`src/rtl/hazard_ctrl_unit.sv`:
```
// Hazard and forwarding controller: shadow tracker of in-flight destinations,
// load-use stall, redirect flush and EX forward selects. Optional HAZARD_PERF_CNT_EN adds counters.
module hazard_ctrl_unit #(
  parameter int REG_ADDR_W = 5,
  parameter int FWD_STAGES = 2,
  parameter int LOAD_STAGE = 2,
  parameter int FWD_SEL_W  = $clog2(FWD_STAGES + 1)
) (
  input  logic                  clk,
  input  logic                  arst,
  input  logic                  enable,
  input  logic                  id_valid,
  input  logic [REG_ADDR_W-1:0] id_rs,
  input  logic [REG_ADDR_W-1:0] id_rt,
  input  logic                  id_uses_rs,
  input  logic                  id_uses_rt,
  input  logic [REG_ADDR_W-1:0] id_rd,
  input  logic                  id_reg_write,
  input  logic                  id_mem_read,
  input  logic                  redirect,
  output logic                  stall_pc,
  output logic                  stall_if_id,
  output logic                  bubble_id_ex,
  output logic                  flush_if_id,
  output logic                  flush_id_ex,
  output logic                  flush_ex_mem,
  output logic [FWD_SEL_W-1:0]  fwd_a,
  output logic [FWD_SEL_W-1:0]  fwd_b
`ifdef HAZARD_PERF_CNT_EN
  , output logic [15:0]         stall_cnt
  , output logic [15:0]         flush_cnt
`endif
);

  logic [FWD_STAGES:0]   valid_q, valid_d;
  logic [FWD_STAGES:0]   wr_q, wr_d;
  logic [FWD_STAGES:0]   ld_q, ld_d;
  logic [REG_ADDR_W-1:0] rd_q [FWD_STAGES:0];
  logic [REG_ADDR_W-1:0] rd_d [FWD_STAGES:0];
  logic [REG_ADDR_W-1:0] rs_q, rs_d, rt_q, rt_d;
  logic                  use_rs_q, use_rs_d, use_rt_q, use_rt_d;

  logic load_use;
  logic live;
  logic stall;
  logic redir;

  function automatic logic hit(input logic v, input logic w,
                               input logic [REG_ADDR_W-1:0] rd,
                               input logic [REG_ADDR_W-1:0] s, input logic u);
    return v & w & (rd == s) & (s != '0) & u;
  endfunction

  // A load is unusable until it reaches LOAD_STAGE; any consumer in ID that
  // would reach EX before then has to wait.
  always_comb begin
    load_use = 1'b0;
    for (int j = 0; j <= FWD_STAGES; j++) begin
      if ((j + 1 < LOAD_STAGE) && ld_q[j] &&
          (hit(valid_q[j], wr_q[j], rd_q[j], id_rs, id_uses_rs) ||
           hit(valid_q[j], wr_q[j], rd_q[j], id_rt, id_uses_rt)))
        load_use = 1'b1;
    end
    load_use = load_use & id_valid;
  end

  assign live  = enable & ~arst;
  assign redir = live & redirect;
  assign stall = live & load_use & ~redirect;

  assign stall_pc     = stall;
  assign stall_if_id  = stall;
  assign bubble_id_ex = stall;
  assign flush_if_id  = redir;
  assign flush_id_ex  = redir;
  assign flush_ex_mem = redir;

  // Walk from the oldest entry down so the nearest producer overwrites.
  always_comb begin
    fwd_a = '0;
    fwd_b = '0;
    for (int k = FWD_STAGES; k >= 1; k--) begin
      if (valid_q[0] && !(ld_q[k] && (k < LOAD_STAGE))) begin
        if (hit(valid_q[k], wr_q[k], rd_q[k], rs_q, use_rs_q))
          fwd_a = FWD_SEL_W'(k);
        if (hit(valid_q[k], wr_q[k], rd_q[k], rt_q, use_rt_q))
          fwd_b = FWD_SEL_W'(k);
      end
    end
  end

  always_comb begin
    valid_d    = '0;
    wr_d       = '0;
    ld_d       = '0;
    valid_d[0] = id_valid & ~load_use & ~redirect;
    wr_d[0]    = id_reg_write;
    ld_d[0]    = id_mem_read;
    rd_d[0]    = id_rd;
    rs_d       = id_rs;
    rt_d       = id_rt;
    use_rs_d   = id_uses_rs;
    use_rt_d   = id_uses_rt;
    for (int k = 1; k <= FWD_STAGES; k++) begin
      valid_d[k] = valid_q[k-1];
      wr_d[k]    = wr_q[k-1];
      ld_d[k]    = ld_q[k-1];
      rd_d[k]    = rd_q[k-1];
    end
    // The instruction leaving EX on a redirect is wrong-path as well.
    if (redirect)
      valid_d[1] = 1'b0;
  end

  always_ff @(posedge clk or posedge arst) begin
    if (arst) begin
      valid_q  <= '0;
      wr_q     <= '0;
      ld_q     <= '0;
      rs_q     <= '0;
      rt_q     <= '0;
      use_rs_q <= 1'b0;
      use_rt_q <= 1'b0;
      for (int k = 0; k <= FWD_STAGES; k++)
        rd_q[k] <= '0;
    end else if (enable) begin
      valid_q  <= valid_d;
      wr_q     <= wr_d;
      ld_q     <= ld_d;
      rs_q     <= rs_d;
      rt_q     <= rt_d;
      use_rs_q <= use_rs_d;
      use_rt_q <= use_rt_d;
      for (int k = 0; k <= FWD_STAGES; k++)
        rd_q[k] <= rd_d[k];
    end
  end

`ifdef HAZARD_PERF_CNT_EN
  logic [15:0] stall_cnt_q, flush_cnt_q;

  always_ff @(posedge clk or posedge arst) begin
    if (arst) begin
      stall_cnt_q <= '0;
      flush_cnt_q <= '0;
    end else begin
      if (stall_pc && (stall_cnt_q != 16'hFFFF))
        stall_cnt_q <= stall_cnt_q + 16'd1;
      if (flush_if_id && (flush_cnt_q != 16'hFFFF))
        flush_cnt_q <= flush_cnt_q + 16'd1;
    end
  end

  assign stall_cnt = stall_cnt_q;
  assign flush_cnt = flush_cnt_q;
`endif

endmodule

```
`config.mk`:
```
export PLATFORM = sky130hd
export DESIGN_NAME = hazard_ctrl_unit
export DESIGN_NICKNAME = d
export VERILOG_FILES = /design/src/rtl/hazard_ctrl_unit.sv
export SDC_FILE = /design/constraint.sdc
export NUM_CORES = 1
export LEC_CHECK = 0
export CAP_MARGIN = 20
export CORE_MARGIN = 4
export CORE_UTILIZATION = 50
export CTS_CLUSTER_SIZE = 28
export DETAILED_ROUTE_END_ITERATION = 7
export PLACE_DENSITY = 0.74
export SYNTH_ARGS = -nofsm -noshare
export SYNTH_HDL_FRONTEND = slang
export SYNTH_SLANG_ARGS = --single-unit
export TNS_END_PERCENT = 50
```
`constraint.sdc`:
```
create_clock -name clk -period 5.6 [get_ports clk]
set_clock_uncertainty 0.05 [all_clocks]
set_input_delay 1.12 -clock clk [delete_from_list [all_inputs] [get_ports clk]]
set_output_delay 1.12 -clock clk [all_outputs]
set_load 0.02 [all_outputs]
```
# After elaboration in Yosys (flattened, before gate mapping)

Index checks and enable logic that the tools add are counted.

Reduce and logical (&&, ||, !) cells: 8
Muxes and demuxes: 10
Bitwise gates (word level): 31
Eq/ne operators: 6

Operators by type and width:

| cell              | number |
|---|---|
| $eq 5x5->1        | 6 |
| $and 1x1->1       | 28 |
| $reduce_bool 5->1 | 4 |
| $mux 2            | 8 |
| $not 1->1         | 3 |
| $logic_and 1x1->1 | 2 |
| $mux 1            | 2 |
| $logic_not 1->1   | 1 |
| $logic_or 1x1->1  | 1 |

Word-level logic and storage cells: 65
Register bits: 35
Bits of input ports: 24
Output and inout port bits: 10

# Depth between registers and ports, before layout

Depth in word-level cells: 11
Depth in mapped cells: 5

# Least setup slack after synthesis

OpenSTA, ideal clock, no wires.

Path kind: in2out
From: input arst
To: output stall_if_id
Arrival: 2.714 ns
Path slack: 1.716 ns
Stages on the path: 4
Cells stage by stage: inv_1 -> nand3_1 -> a21oi_1 -> buf_4

Longest elaborated chain between the ends: 4

RTL lines:

| element                  | line | source |
|---|---|---|
| from (decl)              | 10   | `input logic arst,` |
| $not 1->1                | 67   | `assign live = enable & ~arst;` |
| $and 1x1->1              | 67   |  |
| $and 1x1->1 (2 in a row) | 69   | `assign stall = live & load_use & ~redirect;` |
| to (decl)                | 22   | `output logic stall_if_id,` |

No other way between the ends.

# Worst setup path in the final report

From: input id_rs[2]
To: output stall_if_id

Longest elaborated chain between the ends: 10
Elaborated cells between the ends (all ways): 11
Classes of those cells: eq/ne (1); mux (1); bitwise (6); reduce/logical (3)

RTL lines:

| element                      | line | source |
|---|---|---|
| from (decl)                  | 13   | `input logic [REG_ADDR_W-1:0] id_rs,` |
| $eq 5x5->1                   | 51   | `return v & w & (rd == s) & (s != '0) & u;` |
| $and 1x1->1                  | 51   |  |
| $and 1x1->1 (*) (2 in a row) | 51   |  |
| $logic_or 1x1->1 (*)         | 60   | `(hit(valid_q[j], wr_q[j], rd_q[j], id_rs, id_uses_rs) \|\|` |
| $logic_and 1x1->1 (*)        | 59   | `if ((j + 1 < LOAD_STAGE) && ld_q[j] &&` |
| $mux 1 (*)                   | 59   |  |
| $and 1x1->1 (*)              | 64   | `load_use = load_use & id_valid;` |
| $and 1x1->1 (*) (2 in a row) | 69   |  |

Mark *: on every way between the ends. The rest lies on a longest branch, timed or not.

==> out/metrics.sh <==
OUTCOME='finished clean'
ANTENNA_VIOLATING_NETS_POST_ROUTE=0
P_SW_FRAC=0.250
CP_TOP_FAMILY='buffers and inverters'
CTS-HTREE-LEVELS=2
CTS_SETUP_BUFFERS=0
TIMING.CRITICAL_PATH.CELLS='clkdlybuf4s50_1, xor2_1, nor4_1, nand4_1, a21oi_1, clkdlybuf4s50_1'
TIMING.CRITICAL_PATH.DEPTH=6
CRIT_BUF_INV=2
I_O_BUFFERS=33
LAYOUT_COMMON_CELLS='dfrtp_1, clkdlybuf4s50_1, mux2_2, xor2_1, mux2_1'
VIAS_IN_THE_FIRST_GLOBAL_ROUTE=1261
GRT_START_MAX_NET_PINS=36
SYNTH.YOSYS.WARNINGS=0
CTS_ROOT_BUFFER='clkbuf_4'
LAYOUT.NETS=201
PWR-SHARE-SEQ=0.493
HOLD_END='ld_q[1]'
INITIAL_CORE_UTILIZATION=0.524
WORSTPATHREQUIRED_PS=4430
P_CLK_FRAC=0.341
CPMOSTUSEDCELL='clkdlybuf4s50_1'
PEAKVDDDROP_uV=208
YOSYSUNIQUECELLTYPES=29
HPWL_REPORTED_AT_THE_END_OF_DETAILED_PLACEMENT_MM=2.95
WIRELENGTH_MM=3.81
POSTCTSRESIZEDCELLS=0
POWER-PER-CELL-AREA_nW_PER_UM2=292
ANT_DIODES=0
WORST-ENDPOINT-ARRIVAL_PS=3220
PLACED_AREA_UM2=2130
CRITPATHKIND='input port to output pin'
POST_DETAILED_ROUTE_DRC_MARKER_COUNT=0
RELSLEWSLACK=0.602
REGTOREGSETUPSLACK_PS=4000
RSZ0062_AT_GRT='false'
DIE-WIDTH_UM=67.6
WORSTREGTOREGCELLS=4
TOTAL_POWER_AFTER_LAYOUT_W=0.000654
CRIT_FANOUT=3
SYNTH.FF_LATCH_COUNT=35
STATIC-LEAKAGE-POWER_nW=0.892
MAX-CLOCK-PATH-BUFFERS=2
SYNTH_NETS=167
GRT_REMAINING_OVERFLOW=0
NUMCTSBUFFERS=5
CORE_REGION_AREA_UM2=3390
DETAIL_ROUTE.ITER0.VIOLATIONS=40
CRITPATHMAXSTAGEDELAY_PS=650
TRANSITION_AT_THE_PIN_WITH_THE_SMALLEST_MAX_TRANSITION_SLACK_PS=596
SYN_TO_FINAL_GROWTH_PCT=25.8
CLK_TRANSITION_REPORTED_PATHS_PS=110
YOSYSSEQAREASHARE=0.493
MIN-DELAY-PATH-CLASS='register to register'
GLOBALROUTETOTALUTIL=0.185
HOLD_DEPTH=1
MAX_FREQ_MHz=228
ROUTABILITYCONGESTION=0.810
POST_SYNTH_INSTANCE_AREA_UM2=1780
FINAL_LAYOUT_SIZE_SUFFIX_GT1_FRAC=0.163
WORSTSKEWPAIRLATENCY_PS=340
DETAIL_ROUTE.WL_PER_CELL_UM=17.0
DPL_CELLS=216
FLOORPLAN_ROW_COUNT=21
SETUP.WORST_PATH.END_CLASS='output pin'
WORSTREG2REGSTART='rd_d[7]'
VIAS_AFTER_DETAILED_ROUTING=1221
VIA_PER_INST=5.45
MIN_PERIOD_OVER_PERIOD=0.783
WIRE_LENGTH_OF_THE_FIRST_GLOBAL_ROUTING_PASS_MM=6.04
WORST_SETUP_PATH_START_KIND='input port'
DOMINANTREGCELLSYNTH='dfrtp_1'
COMB_POWER_SHARE=0.167
HOLD_VIOL=0
FINAL_CELLS=224
REPORT.FINAL.SLEW_VIOL_COUNT=0
CRIT_PATH_START='id_rs[2]'
DIE-AREA_UM2=4570
DIE_H_UM=67.6
SYN-MEAN-INSTANCE-AREA_UM2=12.4
CRITICAL-PATH-SLOWEST-CELL='clkdlybuf4s50_1'
MIN_FROM='ld_q[1]'
MINIMUM_PERIOD_IMPLIED_BY_THE_FINAL_WORST_SETUP_SLACK_PS=4390
POST_SYNTH_INST_COUNT=143
PIN_COUNT=34
SETUP_TNS_PS=0
SYNTH_EDF_COUNT=0
NUMBER_OF_ANTENNA_VIOLATIONS_AT_THE_FIRST_CHECK_IN_GLOBAL_ROUTING=0
SWITCHING_POWER_OF_THE_NETS_W=0.000164
ASYNCSETRESETFLOPFRACSYNTH=1.00
SETUP_VIOLATIONS=0
CTS_TREE='yes'
FIRSTDRTPASSITERS=4
MAXCAPVIOLCOUNT=0
FINAL_DESIGN_AREA_NO_FILL_UM2=2230
WORSTREG2REGEND='valid_q[0]'
CTS_NUM_SINKS=35
CTS.HOLD.BUFFERS_ADDED=0
INTPOWER_W=0.000490
LAYOUT_COMMONEST_CELL='dfrtp_1'
-- cell type report --
type / instances / area (µm²)
Multi-Input combinational cell: 98 / 847
Fill cell: 271 / 1150
Sequential cell: 35 / 876
Clock buffer: 6 / 41.3
Inverter: 2 / 7.51
Timing Repair Buffer: 35 / 345
Tap cell: 46 / 57.6
Clock inverter: 2 / 60.1
-- per-stage QoR --
| step | setup slack (ps) | utilization | hold WS (ps) |
|---|---|---|---|
| final | 1210 | 0.659 | 442 |
| after CTS | 1210 | 0.659 | 445 |
| after detailed placement | 1220 | 0.629 | 420 |
| after global routing | 1140 | 0.659 | 466 |
| after global placement | 1280 | 0.629 | 414 |
| after floorplan | 1720 | - | 398 |
-- sequential cells by signal (all words and copies together), names as in the netlist --
| register | flops |
|---|---|
| use_rs_q | 1 |
| use_rt_q | 1 |
| wr_q | 3 |
| rd_q | 5 |
| rt_q | 5 |
| rd_d | 10 |
| rs_q | 5 |
| ld_q | 2 |
| valid_q | 3 |
-- Yosys cell counts, types with 2 or more instances --
cell / number / area [µm²]
or4_1: 4 / 30.0
nand3_1: 4 / 20.0
o21ai_1: 2 / 10.0
xor2_1: 18 / 158
mux2_1: 15 / 169
xnor2_1: 10 / 87.6
mux2_2: 18 / 203
nand2_1: 4 / 15.0
inv_1: 2 / 7.51
clkbuf_1: 3 / 11.3
dfrtp_1: 35 / 876
nor4_1: 7 / 43.8
nor2b_1: 2 / 12.5
buf_4: 4 / 30.0
-- cell families after synthesis --
kind of cell / count (synthesis) / share of synthesized area
flops: 35 / 0.493
buf+inv: 10 / 0.0303
mux: 33 / 0.209
xor+xnor: 28 / 0.138
compound gates: 7 / 0.0254
simple gates: 30 / 0.104
-- how the worst max path moves through the flow --
stage	to	slack, ps
CTS	stall_if_id	1210
global route	stall_if_id	1140
finish	stall_if_id	1210
detailed placement	stall_if_id	1220
global placement	stall_pc	1280
floorplan	stall_if_id	1720
-- power by group through the flow --
| stage | Combinational [W] | Clock (W) | Sequential, W |
|---|---|---|---|
| 6_report | 0.000109 | 0.000223 | 0.000322 |
| 5_1_grt | 0.000121 | 0.000237 | 0.000327 |
| 4_1_cts | 0.000110 | 0.000227 | 0.000322 |
| 3_5_place_dp | 0.000110 | 0 | 0.000327 |
| 3_3_place_gp | 0.000106 | 0 | 0.000325 |
| 2_1_floorplan | 0.0000777 | 0 | 0.000315 |
-- worst register-to-register path, cell delays in order, from the launching register on --
cell and delay (ps):
dfrtp_1 450, xor2_1 180, nor4_1 390, nand4_1 190, a41o_1 250
-- routing by layer --
metal | up-vias | global-route usage | part of all wire
met4 | 0 | 0.116 | 0.035
met1 | 595 | 0.225 | 0.42
met2 | 37 | 0.295 | 0.49
met3 | 13 | 0.0399 | 0.046
li1 | 576 | - | -
met5 | - | 0 | 0
No activity file was read; power rests on OpenSTA's default activity.
